`config.mk`:
```
export PLATFORM = sky130hd
export DESIGN_NAME = cache_axi_arbiter
export DESIGN_NICKNAME = d
export VERILOG_FILES = /design/src/rtl/cache_axi_arbiter_pkg.sv /design/src/rtl/cache_axi_arbiter.sv
export SDC_FILE = /design/constraint.sdc
export NUM_CORES = 1
export LEC_CHECK = 0
export ABC_AREA = 1
export BUFFER_PORTS_ARGS = -buffer_cell sky130_fd_sc_hd__buf_2
export CORE_AREA = 3 3 141 143
export DETAILED_ROUTE_END_ITERATION = 6
export DIE_AREA = 0 0 144 146
export GPL_TIMING_DRIVEN = 0
export MAX_ROUTING_LAYER = met4
export PLACE_DENSITY = 0.71
export SLEW_MARGIN = 0
export SYNTH_ARGS = -nofsm -noshare
export SYNTH_HDL_FRONTEND = slang
export SYNTH_SLANG_ARGS = --single-unit
```
`constraint.sdc`:
```
create_clock -name clk -period 4 [get_ports clk]
set_input_delay 0.2 -clock clk [delete_from_list [all_inputs] [get_ports clk]]
set_output_delay 0.2 -clock clk [all_outputs]
set_load 0.01 [all_outputs]
```
`src/rtl/cache_axi_arbiter_pkg.sv`:
```
// Shared state encoding, default AXI IDs and AXI3 burst/size constants for cache_axi_arbiter.
package cache_axi_arbiter_pkg;

    typedef enum logic [2:0] {
        StIdle = 3'd0,
        StIAr  = 3'd1,
        StIR   = 3'd2,
        StDAr  = 3'd3,
        StDR   = 3'd4,
        StDAw  = 3'd5,
        StDB   = 3'd6,
        StDone = 3'd7
    } arb_state_e;

    localparam logic [3:0] InstIdDefault = 4'd0;
    localparam logic [3:0] DataIdDefault = 4'd1;

    localparam logic [3:0] AxiLenSingle  = 4'd0;
    localparam logic [1:0] AxiBurstIncr  = 2'b01;
    localparam logic [2:0] AxiSizeWord   = 3'd2;

    // Cache-side size code (0=byte,1=half,2=word) maps directly onto AxSIZE.
    function automatic logic [2:0] axi_size(input logic [1:0] size);
        return {1'b0, size};
    endfunction

endpackage

```
`src/rtl/cache_axi_arbiter.sv`:
```
// Serves I-cache and D-cache misses over one single-beat AXI3 master port, data has priority.
// Optional build macro ARB_WAIT_BRESP_EN: wait for the B response before signalling write done.
module cache_axi_arbiter
    import cache_axi_arbiter_pkg::*;
#(
    parameter logic [3:0] INST_ID = InstIdDefault,
    parameter logic [3:0] DATA_ID = DataIdDefault
) (
    input  logic        clk,
    input  logic        resetn,

    input  logic        inst_cache_req,
    input  logic [31:0] inst_cache_addr,
    output logic [31:0] inst_cache_rdata,
    output logic        inst_cache_dok,

    input  logic        data_cache_req,
    input  logic        data_cache_wr,
    input  logic [1:0]  data_cache_size,
    input  logic [31:0] data_cache_addr,
    input  logic [3:0]  data_cache_wstrb,
    input  logic [31:0] data_cache_wdata,
    output logic [31:0] data_cache_rdata,
    output logic        data_cache_dok,

    output logic [3:0]  arid,
    output logic [31:0] araddr,
    output logic [3:0]  arlen,
    output logic [2:0]  arsize,
    output logic [1:0]  arburst,
    output logic [1:0]  arlock,
    output logic [3:0]  arcache,
    output logic [2:0]  arprot,
    output logic        arvalid,
    input  logic        arready,

    input  logic [31:0] rdata,
    input  logic        rvalid,
    output logic        rready,

    output logic [3:0]  awid,
    output logic [31:0] awaddr,
    output logic [3:0]  awlen,
    output logic [2:0]  awsize,
    output logic [1:0]  awburst,
    output logic [1:0]  awlock,
    output logic [3:0]  awcache,
    output logic [2:0]  awprot,
    output logic        awvalid,
    input  logic        awready,

    output logic [3:0]  wid,
    output logic [31:0] wdata,
    output logic [3:0]  wstrb,
    output logic        wlast,
    output logic        wvalid,
    input  logic        wready,

    input  logic        bvalid,
    output logic        bready
);

    arb_state_e  state_q;
    logic        owner_q;   // 1 = data cache owns the current transfer
    logic [31:0] addr_q;
    logic [2:0]  size_q;
    logic [3:0]  wstrb_q;
    logic [31:0] wdata_q;
    logic        arvalid_q, rready_q, awvalid_q, wvalid_q;
    logic        aw_done_q, w_done_q;
    logic        inst_dok_q, data_dok_q;
    logic [31:0] inst_rdata_q, data_rdata_q;

    logic aw_fin, w_fin;
    assign aw_fin = aw_done_q | (awvalid_q & awready);
    assign w_fin  = w_done_q  | (wvalid_q & wready);

`ifdef ARB_WAIT_BRESP_EN
    logic bready_q;
    assign bready = bready_q;
`else
    logic unused_bvalid;
    assign unused_bvalid = bvalid;
    assign bready        = 1'b1;
`endif

    always_ff @(posedge clk or negedge resetn) begin
        if (!resetn) begin
            state_q      <= StIdle;
            owner_q      <= 1'b0;
            addr_q       <= '0;
            size_q       <= '0;
            wstrb_q      <= '0;
            wdata_q      <= '0;
            arvalid_q    <= 1'b0;
            rready_q     <= 1'b0;
            awvalid_q    <= 1'b0;
            wvalid_q     <= 1'b0;
            aw_done_q    <= 1'b0;
            w_done_q     <= 1'b0;
            inst_dok_q   <= 1'b0;
            data_dok_q   <= 1'b0;
            inst_rdata_q <= '0;
            data_rdata_q <= '0;
`ifdef ARB_WAIT_BRESP_EN
            bready_q     <= 1'b0;
`endif
        end else begin
            inst_dok_q <= 1'b0;
            data_dok_q <= 1'b0;
            unique case (state_q)
                StIdle: begin
                    if (data_cache_req) begin
                        owner_q <= 1'b1;
                        addr_q  <= data_cache_addr;
                        size_q  <= axi_size(data_cache_size);
                        wstrb_q <= data_cache_wstrb;
                        wdata_q <= data_cache_wdata;
                        if (data_cache_wr) begin
                            state_q   <= StDAw;
                            awvalid_q <= 1'b1;
                            wvalid_q  <= 1'b1;
                        end else begin
                            state_q   <= StDAr;
                            arvalid_q <= 1'b1;
                        end
                    end else if (inst_cache_req) begin
                        owner_q   <= 1'b0;
                        addr_q    <= inst_cache_addr;
                        size_q    <= AxiSizeWord;
                        state_q   <= StIAr;
                        arvalid_q <= 1'b1;
                    end
                end
                StIAr, StDAr: begin
                    if (arready) begin
                        arvalid_q <= 1'b0;
                        rready_q  <= 1'b1;
                        state_q   <= (state_q == StIAr) ? StIR : StDR;
                    end
                end
                StIR, StDR: begin
                    if (rvalid) begin
                        rready_q <= 1'b0;
                        state_q  <= StDone;
                        if (owner_q) begin
                            data_rdata_q <= rdata;
                            data_dok_q   <= 1'b1;
                        end else begin
                            inst_rdata_q <= rdata;
                            inst_dok_q   <= 1'b1;
                        end
                    end
                end
                StDAw: begin
                    if (awready) awvalid_q <= 1'b0;
                    if (wready)  wvalid_q  <= 1'b0;
                    if (aw_fin && w_fin) begin
                        aw_done_q <= 1'b0;
                        w_done_q  <= 1'b0;
`ifdef ARB_WAIT_BRESP_EN
                        state_q   <= StDB;
                        bready_q  <= 1'b1;
`else
                        state_q    <= StDone;
                        data_dok_q <= 1'b1;
`endif
                    end else begin
                        aw_done_q <= aw_fin;
                        w_done_q  <= w_fin;
                    end
                end
`ifdef ARB_WAIT_BRESP_EN
                StDB: begin
                    if (bvalid) begin
                        bready_q   <= 1'b0;
                        state_q    <= StDone;
                        data_dok_q <= 1'b1;
                    end
                end
`endif
                // Requests are deliberately not sampled here so a held req is not re-served.
                StDone:  state_q <= StIdle;
                default: state_q <= StIdle;
            endcase
        end
    end

    assign inst_cache_rdata = inst_rdata_q;
    assign inst_cache_dok   = inst_dok_q;
    assign data_cache_rdata = data_rdata_q;
    assign data_cache_dok   = data_dok_q;

    assign arid    = owner_q ? DATA_ID : INST_ID;
    assign araddr  = addr_q;
    assign arlen   = AxiLenSingle;
    assign arsize  = size_q;
    assign arburst = AxiBurstIncr;
    assign arlock  = 2'b00;
    assign arcache = 4'b0000;
    assign arprot  = 3'b000;
    assign arvalid = arvalid_q;
    assign rready  = rready_q;

    assign awid    = DATA_ID;
    assign awaddr  = addr_q;
    assign awlen   = AxiLenSingle;
    assign awsize  = size_q;
    assign awburst = AxiBurstIncr;
    assign awlock  = 2'b00;
    assign awcache = 4'b0000;
    assign awprot  = 3'b000;
    assign awvalid = awvalid_q;

    assign wid    = DATA_ID;
    assign wdata  = wdata_q;
    assign wstrb  = wstrb_q;
    assign wlast  = 1'b1;
    assign wvalid = wvalid_q;

endmodule
```
==> impl_metrics.ini, run 1 <==
[synthesis]
synth-seq-cells = 146
yosysWarnings = 0
ys_seq_area_share_pct = 54.1
syn_avg_cell_area_um2 = 9.04
synthSimpleGateAreaFrac_pct = 19.1
synth_common_cells = 238 x nand2_1, 146 x dfrtp_1, 86 x buf_4, 75 x nor2_1, 47 x inv_1
synth_area_leaders = dfrtp_1 54%, nand2_1 13%, buf_4 9.6%, o21ai_2 4.5%, nor2_1 4.2%
synthAdderAreaFrac_pct = 0.185
synth_top_family_by_area = simple AND/OR/NAND/NOR gates
muxShareOfSynthArea_pct = 0
yosys.area.top_type = dfrtp_1
synth_top_flop_cell = dfrtp_1
synth-compound-area-share_pct = 10.9
synth-xor-area-share_pct = 0
syn_area_um2 = 6760
synth_top_area_share_pct = 54.1
synth.most_common_cell = nand2_1
synth_cell_types = 26
synth_edf_count = 0
synthCells = 748
async_flop_share_pct = 100

[finish]
fin_cells = 1412
area_delta_synth_final_pct = 45.0
final_util_pct = 52.4
nFillCells = 1743
nets = 1309
drive_above_1_share_pct = 42.9
postLayoutCellArea_um2 = 9800

[placement]
place_congestion = 0.879
dp_slack_ns = 2.43
dp.cells = 1342
place_area_um2 = 8830
place_hpwl_um = 15700
port_buffers = 316

[clocking]
tritoncts = built
cts_setup_buffers = 0
clock_path_buffers = 2
cts_num_sinks = 146
clock_latency_ns = 0.42
cts_resized = 0
numCtsBuffers = 17
clk_pin_slew_worst_paths_ns = 0.06
ctsHoldBuffers = 37
cts_root_buf = clkbuf_16
cts-htree-levels = 4

[sta]
fin_ws_ns = 2.45
finalSetupTns_ns = 0
rsz0062_at_grt = false
fmax_mhz = 643
worstMarginPinSlew_ns = 0.526
post-route-period-util_pct = 38.9
period_minus_slack_ns = 1.55
finalSetupViolations = 0
relSlewSlack_pct = 64.9
fin_hold_ws_ns = 0.0232
finalHoldViolCount = 0
skew_ns = 0.0119
drv_slew = 0

[min_path]
min_path_type = in2reg

[floorplan]
rows = 50
die_area_um2 = 21000
die_h_um = 146
initial_core_util_pct = 36.1
core_um2 = 18700
die_w_um = 144
pin_count = 364

[routing]
vias = 6281
antenna_left = 0
dr.pass1.iters = 4
avgViaCountPerCell = 4.45
routed_wirelength_um = 21100
drt-initial-drc-count = 276
drc = 0
wl_per_cell_um = 14.9

[critical_path]
crit_type = reg2reg
cp-end-kind = flip-flop
cp-start-kind = flip-flop
r2r_slack_ns = 2.45
critPathArrivalTime_ns = 1.86
worstPathMaxFanout = 10
crit_required_ns = 4.30

[flow_run]
maxCapViolCount = 0

[global_route]
antenna_found_initial = 1
grt_pass1_vias = 6184
globalRouteOverflowTotal = 0
grt_pass1_wl_um = 32500
grt_usage_pct = 20.1
grt_start_max_net_pins = 95

[power_and_ir_drop]
peakVddDrop_mv = 0.291
p_per_area_nw_per_um2 = 758
p_total_mw = 7.43
leakagePower_nw = 5.63

[status]
run_status = complete, no violations
==> layout make-up <==
type / count / area (um2) / area share [%]
sequential: 146 / 3650 / 37.3
clock inverter: 15 / 174 / 1.77
multi-input combinational: 479 / 2210 / 22.6
buffer: 115 / 865 / 8.82
inverter: 51 / 191 / 1.95
antenna: 1 / 2.50 / 0.0255
clock buffer: 17 / 425 / 4.34
tap: 234 / 293 / 2.99
timing repair buffer: 354 / 1990 / 20.3
==> path summary, 6_finish.rpt <==
path | end | cells after the start | startpoint
max | wdata[9]$_DFFE_PN0P_ | 7 | state_q[1]$_DFFE_PN0P_
min | wdata[25]$_DFFE_PN0P_ | 3 | data_cache_wdata[25]
max reg2reg | wdata[9]$_DFFE_PN0P_ | 7 | state_q[1]$_DFFE_PN0P_
min reg2reg | wdata[7]$_DFFE_PN0P_ | 2 | wdata[7]$_DFFE_PN0P_
max in group asynchronous | wdata[25]$_DFFE_PN0P_ | 3 | resetn
min in group asynchronous | araddr[8]$_DFFE_PN0P_ | 2 | resetn
==> kinds of logic after synthesis <==
kind of cell,Yosys count
AND/OR/NAND/NOR,328
buffers and inverters,166
flip-flops,146
AO/OA/AOI/OAI,105
other,2
adder cells (fa/ha/maj),1
==> layout by cell type, fill, tap and decap left out, types with 2 or more instances in the layout <==
cell type	count
nand4_1	3
buf_4	86
nand2_2	3
conb_1	45
nor2_1	75
nand2_1	238
clkbuf_16	17
nor2_4	2
dfrtp_1	146
bufinv_16	2
o21ai_2	35
inv_1	47
buf_2	324
nand3_1	4
buf_1	2
buf_6	14
o21ai_0	9
inv_2	4
o31ai_1	32
clkbuf_1	4
clkinvlp_4	5
o21ai_1	27
dlygate4sd3_1	37
inv_6	5
==> worst max-delay path: stages, from the launching register on <==
cell and delay, ns:
dfrtp_1 0.44, nor2_2 0.24, nand3b_4 0.16, nor2_4 0.15, inv_2 0.10, buf_2 0.21
nand2_1 0.09, nand2_1 0.06
==> registers in the layout, summed over array words and instances (netlist names) <==
signal,flops
aw_done_q,1
data_cache_dok,1
wdata,32
rready,1
arsize,2
awvalid,1
wvalid,1
w_done_q,1
inst_cache_rdata,32
inst_cache_dok,1
wstrb,4
data_cache_rdata,32
owner_q,1
arvalid,1
araddr,32
state_q,3
==> power by group <==
group / switching [mW] / internal (mW)
sequential: 0.442 / 2.16
clock: 0.695 / 0.937
combinational: 1.78 / 1.42
==> layer usage <==
metal	GRT usage, %	vias up	share of wire (%)
met2	32.4	239	50
met3	3.52	42	6.1
met5	-	-	0
met1	25.1	2946	42
met4	7.82	0	2.4
li1	-	3054	-
(Power assumes the default switching activity.)
==> run 2: changes to the inputs <==
--- a/config.mk
+++ b/config.mk
@@ -7,12 +7,12 @@
 export LEC_CHECK = 0
 export ABC_AREA = 1
 export BUFFER_PORTS_ARGS = -buffer_cell sky130_fd_sc_hd__buf_2
-export CORE_AREA = 3 3 141 143
+export CORE_AREA = 3 3 138 140
 export DETAILED_ROUTE_END_ITERATION = 6
-export DIE_AREA = 0 0 144 146
+export DIE_AREA = 0 0 141 143
 export GPL_TIMING_DRIVEN = 0
 export MAX_ROUTING_LAYER = met4
-export PLACE_DENSITY = 0.71
+export PLACE_DENSITY = 0.74
 export SLEW_MARGIN = 0
 export SYNTH_ARGS = -nofsm -noshare
 export SYNTH_HDL_FRONTEND = slang
==> constraint.sdc (replaced) <==
create_clock -name clk -period 1.5 [get_ports clk]
set_input_delay 0.075 -clock clk [delete_from_list [all_inputs] [get_ports clk]]
set_output_delay 0.075 -clock clk [all_outputs]
set_load 0.01 [all_outputs]
==> run 2 against run 1 <==
First-iteration DRC count up 21%. Largest power group unchanged. Core utilization grew 9.5 points. Register-to-register slack got worse by 2.4 ns. Critical path depth stayed put. Design area is 13% higher.
==> impl_metrics.ini, run 2 (synthesis results as in run 1) <==
[global_route]
grt_pass1_vias = 6599
grt_usage_pct = 22.3
grt_start_max_net_pins = 85
globalRouteOverflowTotal = 0
antenna_found_initial = 0
grt_pass1_wl_um = 34500

[routing]
routed_wirelength_um = 23200
avgViaCountPerCell = 4.51
drc = 0
wl_per_cell_um = 15.3
antenna_left = 0
drt-initial-drc-count = 335
dr.pass1.iters = 5
vias = 6841

[finish]
nets = 1418
area_delta_synth_final_pct = 64.4
layout_common_cells = 323 x buf_2, 214 x nand2_1, 144 x dfrtp_1, 135 x dlygate4sd3_1, 88 x buf_4
final_util_pct = 61.9
nFillCells = 1450
final_common_cell = buf_2
drive_above_1_share_pct = 42.3

[critical_path]
cp-start-kind = flip-flop
crit_top_cell = nor2_4
crit_required_ns = 1.85
reg2reg_from = state_q[2]$_DFFE_PN0P_
crit_type = reg2reg
cp-end-kind = flip-flop
worstPathMaxFanout = 8
critPathArrivalTime_ns = 1.85
r2r_cells = 7
r2r_slack_ns = 0.001
r2r_end = wdata[19]$_DFFE_PN0P_
crit_chain = nor2_4 > nand3b_4 > nor2_4 > buf_12 > clkbuf_16 > nand2_2 > nand2_1
cp_slowest_cell = dfrtp_2
cp_slowest_stage_delay_ns = 0.46

[flow_run]
maxCapViolCount = 0

[sta]
drv_slew = 0
fmax_mhz = 667
skew_ns = 0.0121
finalSetupTns_ns = 0
finalSetupViolations = 0
period_minus_slack_ns = 1.50
relSlewSlack_pct = 58.1
post-route-period-util_pct = 99.9
worstMarginPinSlew_ns = 0.628
rsz0062_at_grt = true
finalHoldViolCount = 0

[floorplan]
die_h_um = 143
core_um2 = 18000
initial_core_util_pct = 37.6
die_w_um = 141
rows = 49
die_area_um2 = 20200
pin_count = 364

[clocking]
cts_root_buf = clkbuf_16
cts-htree-levels = 4
clock_latency_ns = 0.41
numCtsBuffers = 17
tritoncts = built
cts_num_sinks = 146
clock_path_buffers = 2
clk_pin_slew_worst_paths_ns = 0.07

[min_path]
hold_start = data_cache_addr[2]
whs_path_depth = 3
min_path_type = in2reg
min_to = araddr[2]$_DFFE_PN0P_

[placement]
place_congestion = 0.901
place_hpwl_um = 15500
port_buffers = 316

[power_and_ir_drop]
peakVddDrop_mv = 1.15
p_per_area_nw_per_um2 = 1880
leakagePower_nw = 6.23
p_total_mw = 20.9

[status]
run_status = complete, no violations
run 2: cell count changes in the layout (fill, tap and decap cells not counted), sizes merged:
cell         change
buf              +8
bufinv           +2
clkbuf           +5
clkinv           +3
clkinvlp         -5
dlygate4sd3     +98
inv              -2
run 2: what timing repair did:
item                       4_1_cts  5_1_grt
hold endpoints to repair       201        0
buffers inserted                 5        1
setup endpoints to repair      102      111
gates resized for setup          8       46
gates cloned                     1        4
pin swaps                        4       13
hold buffers                   135        0
run 2: power breakdown:
group          internal, mW  switching, mW  total, mW
clock network          2.91           1.75       4.66
registers              5.76           1.20       6.96
logic                  4.24           5.04       9.27
run 2: layout make-up:
type / count / area, um2 / share of cell area, %
sequential: 146 / 3660 / 32.9
timing repair buffer: 463 / 3100 / 27.9
multi-input combinational: 479 / 2310 / 20.8
buffer: 115 / 920 / 8.27
clock buffer: 19 / 453 / 4.08
tap: 229 / 287 / 2.58
clock inverter: 13 / 198 / 1.78
inverter: 51 / 194 / 1.74
antenna: 1 / 2.50 / 0.0225
run 2: critical path, delay by kind of cell (launching register included):
family	cells	cell delay (ns)
buffers and inverters	2	0.34
flip-flops	1	0.46
AND/OR/NAND/NOR	5	0.61
run 2: how the worst max path moves through the flow:
| stage | from | endpoint | depth (start not counted) | slack [ns] |
|---|---|---|---|---|
| 4_1_cts | state_q[1]$_DFFE_PN0P_ | wstrb[1]$_DFFE_PN0P_ | 7 | -0.002 |
| 5_1_grt | state_q[2]$_DFFE_PN0P_ | inst_cache_rdata[27]$_DFFE_PN0P_ | 9 | -0.08 |
| 6_report | state_q[2]$_DFFE_PN0P_ | wdata[19]$_DFFE_PN0P_ | 7 | 0.001 |
| 3_3_place_gp | resetn | wdata[22]$_DFFE_PN0P_ | 1 | -1.82 |
| 2_1_floorplan | state_q[2]$_DFFE_PN0P_ | data_cache_rdata[24]$_DFFE_PN0P_ | 8 | 0.19 |
| 3_5_place_dp | state_q[2]$_DFFE_PN0P_ | wdata[30]$_DFFE_PN0P_ | 7 | -0.10 |
run 2: routing by layer:
metal	global-route usage [%]	share of wire, %	up-vias
li1	-	-	3274
met3	5.19	5.6	38
met4	6.83	1.8	0
met2	38.0	53	261
met5	-	0	-
met1	26.5	40	3268
run 2: metrics by stage:
step	setup slack, ns	area (um2)	cells	hold slack, ns
6_report	0.00115	11100	1516	0.0242
5_1_grt	-0.0796	11100	1515	0.0274
4_1_cts	-0.00178	10900	1510	0.000767
3_5_place_dp	-0.103	8820	1337	0.113
3_3_place_gp	-1.82	8790	1336	0.275
2_1_floorplan	0.185	6920	791	-0.221
